**src/rtl/rv32_pipe_pkg.sv**
```systemverilog
// rv32_pipe_pkg: shared forwarding-select codes, destination-tag type and tag match helper
package rv32_pipe_pkg;
  localparam logic [1:0] FWD_REG = 2'b00;
  localparam logic [1:0] FWD_MEM = 2'b01;
  localparam logic [1:0] FWD_WB  = 2'b10;
  localparam logic [4:0] REG_X0  = 5'd0;
  typedef struct packed {
    logic [4:0] rd;
    logic       wr;
    logic       ld;
  } hz_tag_t;
  // x0 is hardwired to zero, so a tag naming x0 can never be a real producer
  function automatic logic tag_match(input hz_tag_t t, input logic [4:0] rs, input logic use_rs);
    return use_rs && t.wr && (t.rd != REG_X0) && (t.rd == rs);
  endfunction
endpackage

```
**src/rtl/hazard_tag_pipe.sv**
```systemverilog
// hazard_tag_pipe: E/M/W destination-tag shift register with bubble insert on entry to E
//   clk, rst_n        clock, async active-low reset (clears all tags)
//   i_bubble          load an empty tag into E instead of i_tag
//   i_tag             tag of the instruction leaving D
//   o_e, o_m, o_w     tags currently held in E, M, W
module hazard_tag_pipe
  import rv32_pipe_pkg::*;
(
  input  logic    clk,
  input  logic    rst_n,
  input  logic    i_bubble,
  input  hz_tag_t i_tag,
  output hz_tag_t o_e,
  output hz_tag_t o_m,
  output hz_tag_t o_w
);
  hz_tag_t r_e, r_m, r_w;
  always_ff @(posedge clk or negedge rst_n) begin
    if (!rst_n) begin
      r_e <= '0;
      r_m <= '0;
      r_w <= '0;
    end else begin
      r_w <= r_m;
      r_m <= r_e;
      r_e <= i_bubble ? '0 : i_tag;
    end
  end
  assign o_e = r_e;
  assign o_m = r_m;
  assign o_w = r_w;
endmodule

```
**src/rtl/hazard_ctrl.sv**
```systemverilog
// hazard_ctrl: load-use/RAW stall, redirect flush and registered forwarding selects for a 5-stage RV32I pipe
//   clk, rst_n                      clock, async active-low reset
//   id_rs1/id_rs2, id_use_rs1/2     D-stage source registers and their use flags
//   id_rd, id_reg_write, id_is_load D-stage destination tag
//   ex_jb                           redirect resolved in E this cycle
//   stall_pc, stall_d, flush_d      PC / IF-ID controls (combinational)
//   bubble_e                        insert bubble into ID/EX at next edge
//   fwd_rs1_sel, fwd_rs2_sel        E-stage operand selects (registered with the instruction)
//   stall_cycles, flush_cycles      wrapping performance counters
module hazard_ctrl
  import rv32_pipe_pkg::*;
#(
  parameter bit FORWARD_EN = 1'b1,
  parameter int CNT_W      = 32
) (
  input  logic             clk,
  input  logic             rst_n,
  input  logic [4:0]       id_rs1,
  input  logic [4:0]       id_rs2,
  input  logic             id_use_rs1,
  input  logic             id_use_rs2,
  input  logic [4:0]       id_rd,
  input  logic             id_reg_write,
  input  logic             id_is_load,
  input  logic             ex_jb,
  output logic             stall_pc,
  output logic             stall_d,
  output logic             flush_d,
  output logic             bubble_e,
  output logic [1:0]       fwd_rs1_sel,
  output logic [1:0]       fwd_rs2_sel,
  output logic [CNT_W-1:0] stall_cycles,
  output logic [CNT_W-1:0] flush_cycles
);
  hz_tag_t          w_id_tag, w_e, w_m, w_w;
  logic             w_m1_e, w_m2_e, w_m1_m, w_m2_m;
  logic             w_haz, w_stall, w_no_fwd, w_unused;
  logic [1:0]       w_sel1, w_sel2;
  logic [1:0]       r_sel1, r_sel2;
  logic [CNT_W-1:0] r_stall_cnt, r_flush_cnt;
  assign w_id_tag = '{rd: id_rd, wr: id_reg_write, ld: id_is_load};
  hazard_tag_pipe u_tags (
    .clk      (clk),
    .rst_n    (rst_n),
    .i_bubble (bubble_e),
    .i_tag    (w_id_tag),
    .o_e      (w_e),
    .o_m      (w_m),
    .o_w      (w_w)
  );
  // W never stalls or forwards: the regfile writes before it is read in the same cycle
  assign w_unused = ^{w_w, w_m.ld};
  always_comb begin
    w_m1_e   = tag_match(w_e, id_rs1, id_use_rs1);
    w_m2_e   = tag_match(w_e, id_rs2, id_use_rs2);
    w_m1_m   = tag_match(w_m, id_rs1, id_use_rs1);
    w_m2_m   = tag_match(w_m, id_rs2, id_use_rs2);
    w_haz    = FORWARD_EN ? ((w_m1_e || w_m2_e) && w_e.ld)
                          : (w_m1_e || w_m2_e || w_m1_m || w_m2_m);
    // a redirect squashes the dependent instruction, so it wins over the stall
    w_stall  = w_haz && !ex_jb;
    w_no_fwd = w_stall || ex_jb || !FORWARD_EN;
    // the producer seen in E/M now sits in M/W once the consumer reaches E
    w_sel1   = w_no_fwd ? FWD_REG : w_m1_e ? FWD_MEM : w_m1_m ? FWD_WB : FWD_REG;
    w_sel2   = w_no_fwd ? FWD_REG : w_m2_e ? FWD_MEM : w_m2_m ? FWD_WB : FWD_REG;
  end
  assign stall_pc     = w_stall;
  assign stall_d      = w_stall;
  assign flush_d      = ex_jb;
  assign bubble_e     = w_stall || ex_jb;
  assign fwd_rs1_sel  = r_sel1;
  assign fwd_rs2_sel  = r_sel2;
  assign stall_cycles = r_stall_cnt;
  assign flush_cycles = r_flush_cnt;
  always_ff @(posedge clk or negedge rst_n) begin
    if (!rst_n) begin
      r_sel1      <= FWD_REG;
      r_sel2      <= FWD_REG;
      r_stall_cnt <= '0;
      r_flush_cnt <= '0;
    end else begin
      r_sel1      <= w_sel1;
      r_sel2      <= w_sel2;
      r_stall_cnt <= r_stall_cnt + CNT_W'(w_stall);
      r_flush_cnt <= r_flush_cnt + CNT_W'(ex_jb);
    end
  end
endmodule

```
**config.mk**
```make
export PLATFORM = sky130hd
export DESIGN_NAME = hazard_ctrl
export DESIGN_NICKNAME = d
export VERILOG_FILES = /design/src/rtl/rv32_pipe_pkg.sv /design/src/rtl/hazard_tag_pipe.sv /design/src/rtl/hazard_ctrl.sv
export SDC_FILE = /design/constraint.sdc
export NUM_CORES = 1
export LEC_CHECK = 0
export BUFFER_PORTS_ARGS = -buffer_cell sky130_fd_sc_hd__buf_2
export CAP_MARGIN = 20
export CORE_MARGIN = 10
export CORE_UTILIZATION = 39
export CTS_CLUSTER_DIAMETER = 60
export DETAILED_ROUTE_END_ITERATION = 10
export HOLD_SLACK_MARGIN = 0.15
export RECOVER_POWER = 100
export SYNTH_ARGS = -nofsm -noshare
export SYNTH_HDL_FRONTEND = slang
export SYNTH_SLANG_ARGS = --single-unit
```
**constraint.sdc**
```tcl
create_clock -name clk -period 2.48 [get_ports clk]
set_input_delay 0.124 -clock clk [delete_from_list [all_inputs] [get_ports clk]]
set_output_delay 0.124 -clock clk [all_outputs]
set_load 0.03 [all_outputs]
```
==> metrics.md, run 1 <==
| Metric | Value |
|---|---|
| Die area | `13600 um^2` |
| Critical Path Slowest Stage Cell | `or4_1` |
| Layout Cells excl Fill | `539` |
| DIE WIDTH | `around 120 um` |
| Clock-pin slew on the worst setup and hold paths | `about 80 ps` |
| Post-synthesis instance area | `3640 um^2` |
| Sequential fraction of the synthesis area | `a little under three fifths` |
| Number of antenna violations at the first check in global routing | `0` |
| FF+latch count, synth | `81` |
| CTS buffer count | `9` |
| CTS max path bufs | `2` |
| Crit-path max FO | `3` |
| Final worst setup slack | `-76.3 ps` |
| Max_slew headroom | `-24.5%` |
| Placed Instance Area | `~4400 um^2` |
| Syn Area/Cell | `about 13 um^2` |
| Critical Path, Cell by Cell | `clkbuf_4, or4_1, o21a_1, o211a_4, nor2b_4, ha_4, ha_4, nand2_4, buf_4, nor2_4, and4_4, xor2_1` |
| Routed vias/inst | `5.02` |
| Drt first pass iters | `4` |
| DR iter-0 viols | `around 130` |
| First-pass GRT wire length | `14.3 mm` |
| Final Power | `3.10 mW` |
| Die H | `117 um` |
| Failing checks | `capacitance limit, slew limit, setup timing` |
| WP data required | `2710 ps` |
| Highest cell delay on the worst timing path | `500 ps` |
| Vias | `2707` |
| Minimum clock period | `2560 ps` |
| Clock root buffer | `clkbuf_8` |
| Slew @ Worst Pin | `around 1900 ps` |
| Highest Clock Rate | `0.391 GHz` |
| Synthesized instance count | `290` |
| Crit path buffers/inverters | `2` |
| CTS tree | `built` |
| Wire length on met3 | `660 um` |
| Endpoints failing hold | `0` |
| Inst Count DP | `approximately 500` |
| Antenna Nets Post-Route | `0` |
| YS warnings | `0` |
| H-tree depth | `3` |
| Status | `complete, but fails checks` |
| Gpl congestion | `0.815` |
| Pwr Density | `roughly 630 nW/um^2` |
| Synth area leader | `dfrtp_1` |
| FP Rows | `35` |
| Synth cell types | `32` |
| Buffers added on ports | `93` |
| Hold WS | `407 ps` |
| Critical path's top delay family | `simple AND/OR/NAND/NOR gates` |
| Gr usage total | `13.2%` |
| RSZ-0062 raised after global routing | `true` |
| DP HPWL | `6.25 mm` |
| Critical Path Start Type | `flip-flop` |
| Met2 WL | `4.11 mm` |
| Clk sinks | `between 80 and 90` |
| Leakage power | `2.60 nW` |
| Crit-path most repeated cell | `ha_4` |
| Layout cells sized above 1 | `36.7%` |
| Max-cap viol count | `1` |
| Wl on met1 | `3.76 mm` |
| Post-Route WL | `8.68 mm` |
| Starting Density | `39.8%` |
| Worst skew pair latency | `350 ps` |
| Top-level port count | `94` |
| CP Class | `reg -> reg` |
| Largest net degree at the start of global routing | `82` |
| Setup Skew | `between 10 and 15 ps` |
| Top cells by area, synth | `dfrtp_1, xnor2_1, xor2_1` |
| Total grt overflow | `0` |
| Final setup fails | `9` |
| DR WL/cell | `about 16 um` |
| Post-route DRC | `0` |
| Final period util | `103%` |
| Area Growth Syn to Fin | `35.3%` |
| Fin nets | `449` |
| Max-slew violation count | `33` |
| Core footprint | `just over 9000 um^2` |
| # diodes | `0` |
| Uppermost routed layer | `met4` |
| Endpoint class of the critical path | `flip-flop` |
| Syn nets | `316` |
| Synth top area share | `55.7%` |
| Crit path DAT | `2790 ps` |
| VDD IR-drop max | `0.285 mV` |
| HP Class | `reg -> reg` |
| Vias in the first global route | `approximately 2.9k` |
| Final instance area | `4920 um^2` |
per-layer routing:
metal	GRT usage [%]	vias to the layer above
li1	-	1289
met1	16.4	1332
met2	21.0	72
met3	4.16	14
met4	5.19	0
met5	0	-
path summary, 6_finish.rpt:
kind,cells past startpoint,end,slack [ps],startpoint
max,12,stall_cycles[10],-80,u_tags.o_e[3]
min,0,u_tags.o_m[1],410,u_tags.o_e[1]
max reg2reg,12,stall_cycles[10],-80,u_tags.o_e[3]
min reg2reg,0,u_tags.o_m[1],410,u_tags.o_e[1]
max in group asynchronous,2,stall_cycles[15],580,rst_n
min in group asynchronous,2,flush_cycles[19],820,rst_n
layout make-up:
cell class              count  area, um^2
clock inverters             5         128
flip-flops and latches     81        2030
fillers                   797        4230
multi-input cells         205        1720
clock buffers              11         131
inverters                   1        3.75
repair buffers            125         774
well taps                 111         139
Yosys cell counts:
master and n:
and3_2 2, and2_1 2, nand3_2 1, and3_1 9
nor2b_1 1, buf_4 2, clkbuf_1 1, xor2_1 36
nor4b_4 1, xnor2_1 44, nand3_1 17, nand4_2 2
or2_1 1, nor3b_1 10, and4_2 2, nor2b_2 1
and4_4 1, nor2_1 11, o211a_2 1, nor3_1 2
nor4_1 6, nand2_1 19, inv_1 1, ha_1 4
a211oi_1 2, o21a_1 1, nand4_4 3, nand4_1 14
nor4_4 3, and4_1 7, dfrtp_1 81, or4_1 2
report_power, final:
part | internal, mW | switching [mW] | total, mW
Combinational | 0.135 | 0.245 | 0.380
Sequential | 1.39 | 0.0850 | 1.47
Clock | 0.772 | 0.476 | 1.25
per-stage QoR:
stage                     TNS [ps]  util, %  worst slack, ps
after CTS                     -273     52.4            -74.7
after global routing         -2760     53.8             -209
after floorplan              -3060        -             -296
after detailed placement     -2670     47.7             -309
after global placement        -662     47.7             -159
final                         -333     53.8            -76.3
sequential cells by signal, indices dropped and copies added, names as in the netlist:
signal	count
stall_cycles	32
flush_cycles	32
fwd_rs2_sel	2
u_tags.o_m	6
fwd_rs1_sel	2
u_tags.o_e	7
kinds of logic after synthesis:
kind of cell               after synthesis  synth area share, %
and+or+nand+nor                        117                 22.2
DFF                                     81                 55.7
xor gates and xnor gates                80                 19.3
AOI/OAI and AO/OA                        4                0.894
buffers and inverters                    4                0.618
adders and majority gates                4                 1.38
what timing repair did:
action                                 in CTS  in global routing
setup endpoints to repair                  20                 27
hold buffers                               13                  0
pin swaps                                   8                  9
endpoints found under the hold margin      91                  0
buffers inserted                            2                  5
gates resized for setup                     4                 19
cell usage in the layout (no fill, tap or decap), drive strengths merged:
master and count:
o211a 1, nor4b 1, nor4 9, buf 109, clkbuf 14, nand2 19, ha 4, nand4 19
or2 1, clkinvlp 1, nor2 11, and2 2, bufinv 4, o21a 1, dfrtp 81, a211oi 2
dlygate4sd3 13, nor2b 2, xor2 36, and4 10, xnor2 44, and3 11, inv 1, nand3 18
nor3 2, nor3b 10, or4 2
Note: power is estimated with default switching activity, not from simulation.
==> run 2, diff against run 1 <==
- SKIP_CTS_REPAIR_TIMING: not set -> 1
==> run 2 against run 1 <==
Against the previous run:
- the flow still finishes with violations (capacitance limit, slew limit, setup timing)
- flip-flop and latch count is the same
- routed wire length shrank 1.1%
- global-route usage shrank 0.32 points
- clock power is essentially flat
- die area is the same
- largest power group unchanged
- register-to-register slack is essentially flat
- total power is essentially flat
- combinational power is essentially flat
- fmax grew 0.50%
- design area shrank 0.43%
==> metrics.md, run 2 (synthesis gave the netlist of run 1 again) <==
| Metric | Value |
|---|---|
| Status | `complete, but fails checks` |
| Failing checks | `capacitance limit, slew limit, setup timing` |
| Drt first pass iters | `4` |
| VDD IR-drop max | `roughly 0.28 mV` |
| Crit path DAT | `around 2800 ps` |
| FP Rows | `35` |
| Clk sinks | `81` |
| DR iter-0 viols | `119` |
| Layout Cells excl Fill | `538` |
| Vias | `2703` |
| Minimum clock period | `2540 ps` |
| Endpoints failing hold | `0` |
| Pwr Density | `632 nW/um^2` |
| Die area | `13600 um^2` |
| Setup Skew | `~12 ps` |
| # diodes | `0` |
| Sequential cell area | `about 2000 um^2` |
| Total grt overflow | `0` |
| CP Class | `reg -> reg` |
| Die H | `117 um` |
| DP HPWL | `between 6 and 7 mm` |
| Critical path's top delay family | `simple AND/OR/NAND/NOR gates` |
| Critical Path, Cell by Cell | `clkbuf_4, or4_1, o21a_1, o211a_4, nor2b_4, ha_4, ha_4, nand2_4, buf_4, nor2_4, and4_4, xor2_1` |
| Final Power | `3.10 mW` |
| Number of antenna violations at the first check in global routing | `0` |
| Clock root buffer | `clkbuf_8` |
| Most frequent cells in the layout | `buf_2, dfrtp_1, xnor2_1, xor2_1, nand2_1` |
| Max_slew headroom | `-25.1%` |
| Multi-input gate area | `1720 um^2` |
| Endpoint class of the critical path | `flip-flop` |
| Core footprint | `approximately 9200 um^2` |
| DIE WIDTH | `between 100 and 150 um` |
| CTS buffer count | `9` |
| FILL cells | `between 700 and 800` |
| First-pass GRT wire length | `between 10 and 15 mm` |
| H-tree depth | `3` |
| Gr usage total | `12.9%` |
| Vias in the first global route | `2848` |
| Final worst setup slack | `-63.5 ps` |
| Setup TNS | `-340 ps` |
| Worst skew pair latency | `350 ps` |
| Final core occ | `roughly 54%` |
| Routed vias/inst | `5.02` |
| Final period util | `103%` |
| CTS max path bufs | `2` |
| Antenna Nets Post-Route | `0` |
| Gpl congestion | `0.815` |
| Critical Path Start Type | `flip-flop` |
| Max-cap viol count | `1` |
| Critical Path Slowest Stage Cell | `or4_1` |
| Buffers added on ports | `93` |
| WP data required | `2710 ps` |
| Crit-path most repeated cell | `ha_4` |
| HP Class | `in -> reg` |
| Post-Route WL | `8.58 mm` |
| Post-route DRC | `0` |
| Crit-path max FO | `3` |
| Crit path buffers/inverters | `2` |
| Clock-pin slew on the worst setup and hold paths | `80 ps` |
| Slew @ Worst Pin | `1880 ps` |
| Highest Clock Rate | `around 0.39 GHz` |
| Post-place setup slack | `-309 ps` |
| Largest net degree at the start of global routing | `82` |
| Inst Count DP | `503` |
| Max-slew violation count | `33` |
| CTS tree | `built` |
| Top-level port count | `94` |
| Final setup fails | `12` |
| Highest cell delay on the worst timing path | `490 ps` |
| Starting Density | `between 30% and 40%` |
| RSZ-0062 raised after global routing | `true` |
| Fin nets | `about 450` |
| Area Growth Syn to Fin | `34.7%` |
| Layout cells sized above 1 | `between 30 and 40%` |
| DR WL/cell | `between 15 and 20 um` |
| Leakage power | `2.60 nW` |
| Most common cell after layout, fill and taps aside | `buf_2` |
-- run 2: layer usage --
layer,global-route usage (%),share of wire [%]
met5,0,0
met4,5.19,1.7
met3,4.21,7.9
met2,19.9,47
met1,16.4,44
-- run 2: worst paths after layout --
| check | cells past startpoint | endpoint | slack (ps) | startpoint |
|---|---|---|---|---|
| worst max register to register | 12 | stall_cycles[10] | -60 | u_tags.o_e[3] |
| min in group asynchronous | 2 | flush_cycles[19] | 830 | rst_n |
| worst min-delay path | 4 | fwd_rs2_sel[1] | 130 | id_rs2[0] |
| max in group asynchronous | 2 | flush_cycles[3] | 570 | rst_n |
| worst max-delay path | 12 | stall_cycles[10] | -60 | u_tags.o_e[3] |
| worst min register to register | 0 | u_tags.o_m[1] | 400 | u_tags.o_e[1] |
-- run 2: tightest hold or removal path: cells and delay by family --
| kind | cells | cell delay [ps] |
|---|---|---|
| buffers and inverters | 1 | 100 |
| AND/OR/NAND/NOR | 1 | 80 |
| XOR/XNOR | 1 | 70 |
| AO/OA/AOI/OAI | 1 | 50 |
-- run 2: final cells by class --
class | instances | area share, %
clock buffers | 11 | 2.68
flip-flops and latches | 81 | 41.3
clock inverters | 5 | 2.60
repair buffers | 124 | 15.4
well taps | 111 | 2.83
multi-input cells | 205 | 35.1
inverters | 1 | 0.0766
-- run 2: through the flow --
step,area [um^2],hold WS (ps)
2_1_floorplan,3690,-172
3_5_place_dp,4370,366
6_report,4900,129
3_3_place_gp,4370,374
5_1_grt,4900,160
4_1_cts,4630,-20.2
-- run 2: power by group --
part           internal (mW)  switching (mW)
Sequential              1.39          0.0852
Combinational          0.134           0.243
Clock                  0.772           0.477
Total                   2.29           0.806
==> run 3, diff against run 2 <==
- MAX_ROUTING_LAYER: not set -> met4
==> run 3 against run 2 <==
Against the previous run:
- the flow finishes with violations (setup timing)
- via count fell by 0.30%
- non-clock buffer count up 2
- flip-flop and latch count is the same
- routed wire length grew 0.41%
==> metrics.md, run 3 (synthesis gave the netlist of run 1 again) <==
| Metric | Value |
|---|---|
| Clock root buffer | `clkbuf_8` |
| Final setup fails | `12` |
| CP Class | `reg -> reg` |
| Highest cell delay on the worst timing path | `490 ps` |
| Buffers added on ports | `between 90 and 100` |
| Crit path DAT | `2770 ps` |
| Crit-path most repeated cell | `ha_4` |
| Top-level port count | `94` |
| Gpl congestion | `just over 0.8` |
| VDD IR-drop max | `~0.28 mV` |
| Starting Density | `39.8%` |
| DR iter-0 viols | `between 100 and 150` |
| FP Rows | `35` |
| Clk sinks | `81` |
| CTS tree | `built` |
| Layout Cells excl Fill | `540` |
| Crit path buffers/inverters | `2` |
| Critical Path, Cell by Cell | `clkbuf_4, or4_1, o21a_1, o211a_4, nor2b_4, ha_4, ha_4, nand2_4, buf_4, nor2_4, and4_4, xor2_1` |
| Vias in the first global route | `between 2k and 3k` |
| Total grt overflow | `0` |
| DP HPWL | `6.25 mm` |
| Critical Path Slowest Stage Cell | `or4_1` |
| Endpoint class of the critical path | `flip-flop` |
| Core footprint | `9150 um^2` |
| Clock-pin slew on the worst setup and hold paths | `80 ps` |
| RSZ-0062 raised after global routing | `true` |
| Endpoints failing hold | `0` |
| Layout cells sized above 1 | `36.6%` |
| Max-cap viol count | `0` |
| Area Growth Syn to Fin | `35.2%` |
| Die area | `~14000 um^2` |
| Largest net degree at the start of global routing | `82` |
| Critical path's top delay family | `simple AND/OR/NAND/NOR gates` |
| HP Class | `in -> reg` |
| Critical Path Start Type | `flip-flop` |
| Minimum clock period | `2540 ps` |
| Worst skew pair latency | `340 ps` |
| Pwr Density | `around 630 nW/um^2` |
| Final worst setup slack | `-63.1 ps` |
| Hold Path Stages | `4` |
| R2r setup slk | `-60 ps` |
| Highest Clock Rate | `roughly 0.39 GHz` |
| Status | `complete, but fails checks` |
| Most frequent cells in the layout | `buf_2, dfrtp_1, xnor2_1, xor2_1, nand2_1` |
| Number of antenna violations at the first check in global routing | `0` |
| Die H | `117 um` |
| H-tree depth | `3` |
| Post-Route WL | `~8.6 mm` |
| # diodes | `0` |
| Vias | `2695` |
| Max_slew headroom | `74.3%` |
| CTS max path bufs | `2` |
| CTS buffer count | `9` |
| Most common cell after layout, fill and taps aside | `buf_2` |
| Final instance area | `4920 um^2` |
| Final core occ | `53.8%` |
| Final period util | `103%` |
| Crit-path max FO | `3` |
| Leakage power | `2.61 nW` |
| Max-slew violation count | `0` |
| Placed Instance Area | `4370 um^2` |
| Antenna Nets Post-Route | `0` |
| Post-route DRC | `0` |
| Crit path depth | `12` |
| Routed vias/inst | `4.99` |
| Gr usage total | `13.3%` |
| Final Power | `3.09 mW` |
| DIE WIDTH | `117 um` |
| Fin nets | `450` |
| Failing checks | `setup timing` |
| Slew @ Worst Pin | `approximately 390 ps` |
| Inst Count DP | `approximately 500` |
| First-pass GRT wire length | `roughly 14 mm` |
| FF-to-FF path depth | `12` |
| WP data required | `2710 ps` |
| DR WL/cell | `16.0 um` |
| Drt first pass iters | `4` |
| Setup Skew | `11.1 ps` |
-- run 3: cell count changes in the layout (fill, tap and decap cells not counted), sizes merged --
cell and change:
dlygate4sd3 +2
-- run 3: final timing paths --
kind | from | end
worst max register to register | u_tags.o_e[3] | stall_cycles[10]
worst min register to register | u_tags.o_e[1] | u_tags.o_m[1]
max in group asynchronous | rst_n | flush_cycles[22]
worst min-delay path | id_rs2[0] | fwd_rs2_sel[1]
worst max-delay path | u_tags.o_e[3] | stall_cycles[10]
min in group asynchronous | rst_n | flush_cycles[25]
-- run 3: power breakdown --
| part | internal, mW | total [mW] | switching [mW] |
|---|---|---|---|
| registers | 1.38 | 1.47 | 0.0850 |
| logic | 0.135 | 0.379 | 0.243 |
| clock network | 0.772 | 1.25 | 0.474 |
-- run 3: layout make-up --
cell class | count | area (um^2)
Clock buffer | 11 | 131
Multi-Input combinational cell | 205 | 1720
Tap cell | 111 | 139
Sequential cell | 81 | 2030
Clock inverter | 5 | 128
Timing Repair Buffer | 126 | 774
Inverter | 1 | 3.75
Fill cell | 797 | 4230
-- run 3: metrics by stage --
| stage | TNS [ps] | setup slack [ps] | hold WS (ps) |
|---|---|---|---|
| after floorplan | -3060 | -296 | -172 |
| after global placement | -662 | -159 | 374 |
| after detailed placement | -2670 | -309 | 366 |
| after CTS | -2860 | -322 | -20.2 |
| after global routing | -3340 | -235 | 160 |
| final | -386 | -63.1 | 134 |
-- run 3: layer usage --
metal | wire length, um | GRT usage [%]
met2 | 4040 | 19.9
met4 | 127 | 5.19
met1 | 3890 | 16.9
met3 | 556 | 3.44
met5 | 0 | -
-- run 3: tightest hold or removal path, delay by kind of cell --
kind                      cells  cell delay (ps)
buffers and inverters         1              110
and+or+nand+nor               1               80
xor gates and xnor gates      1               70
AOI/OAI and AO/OA             1               50
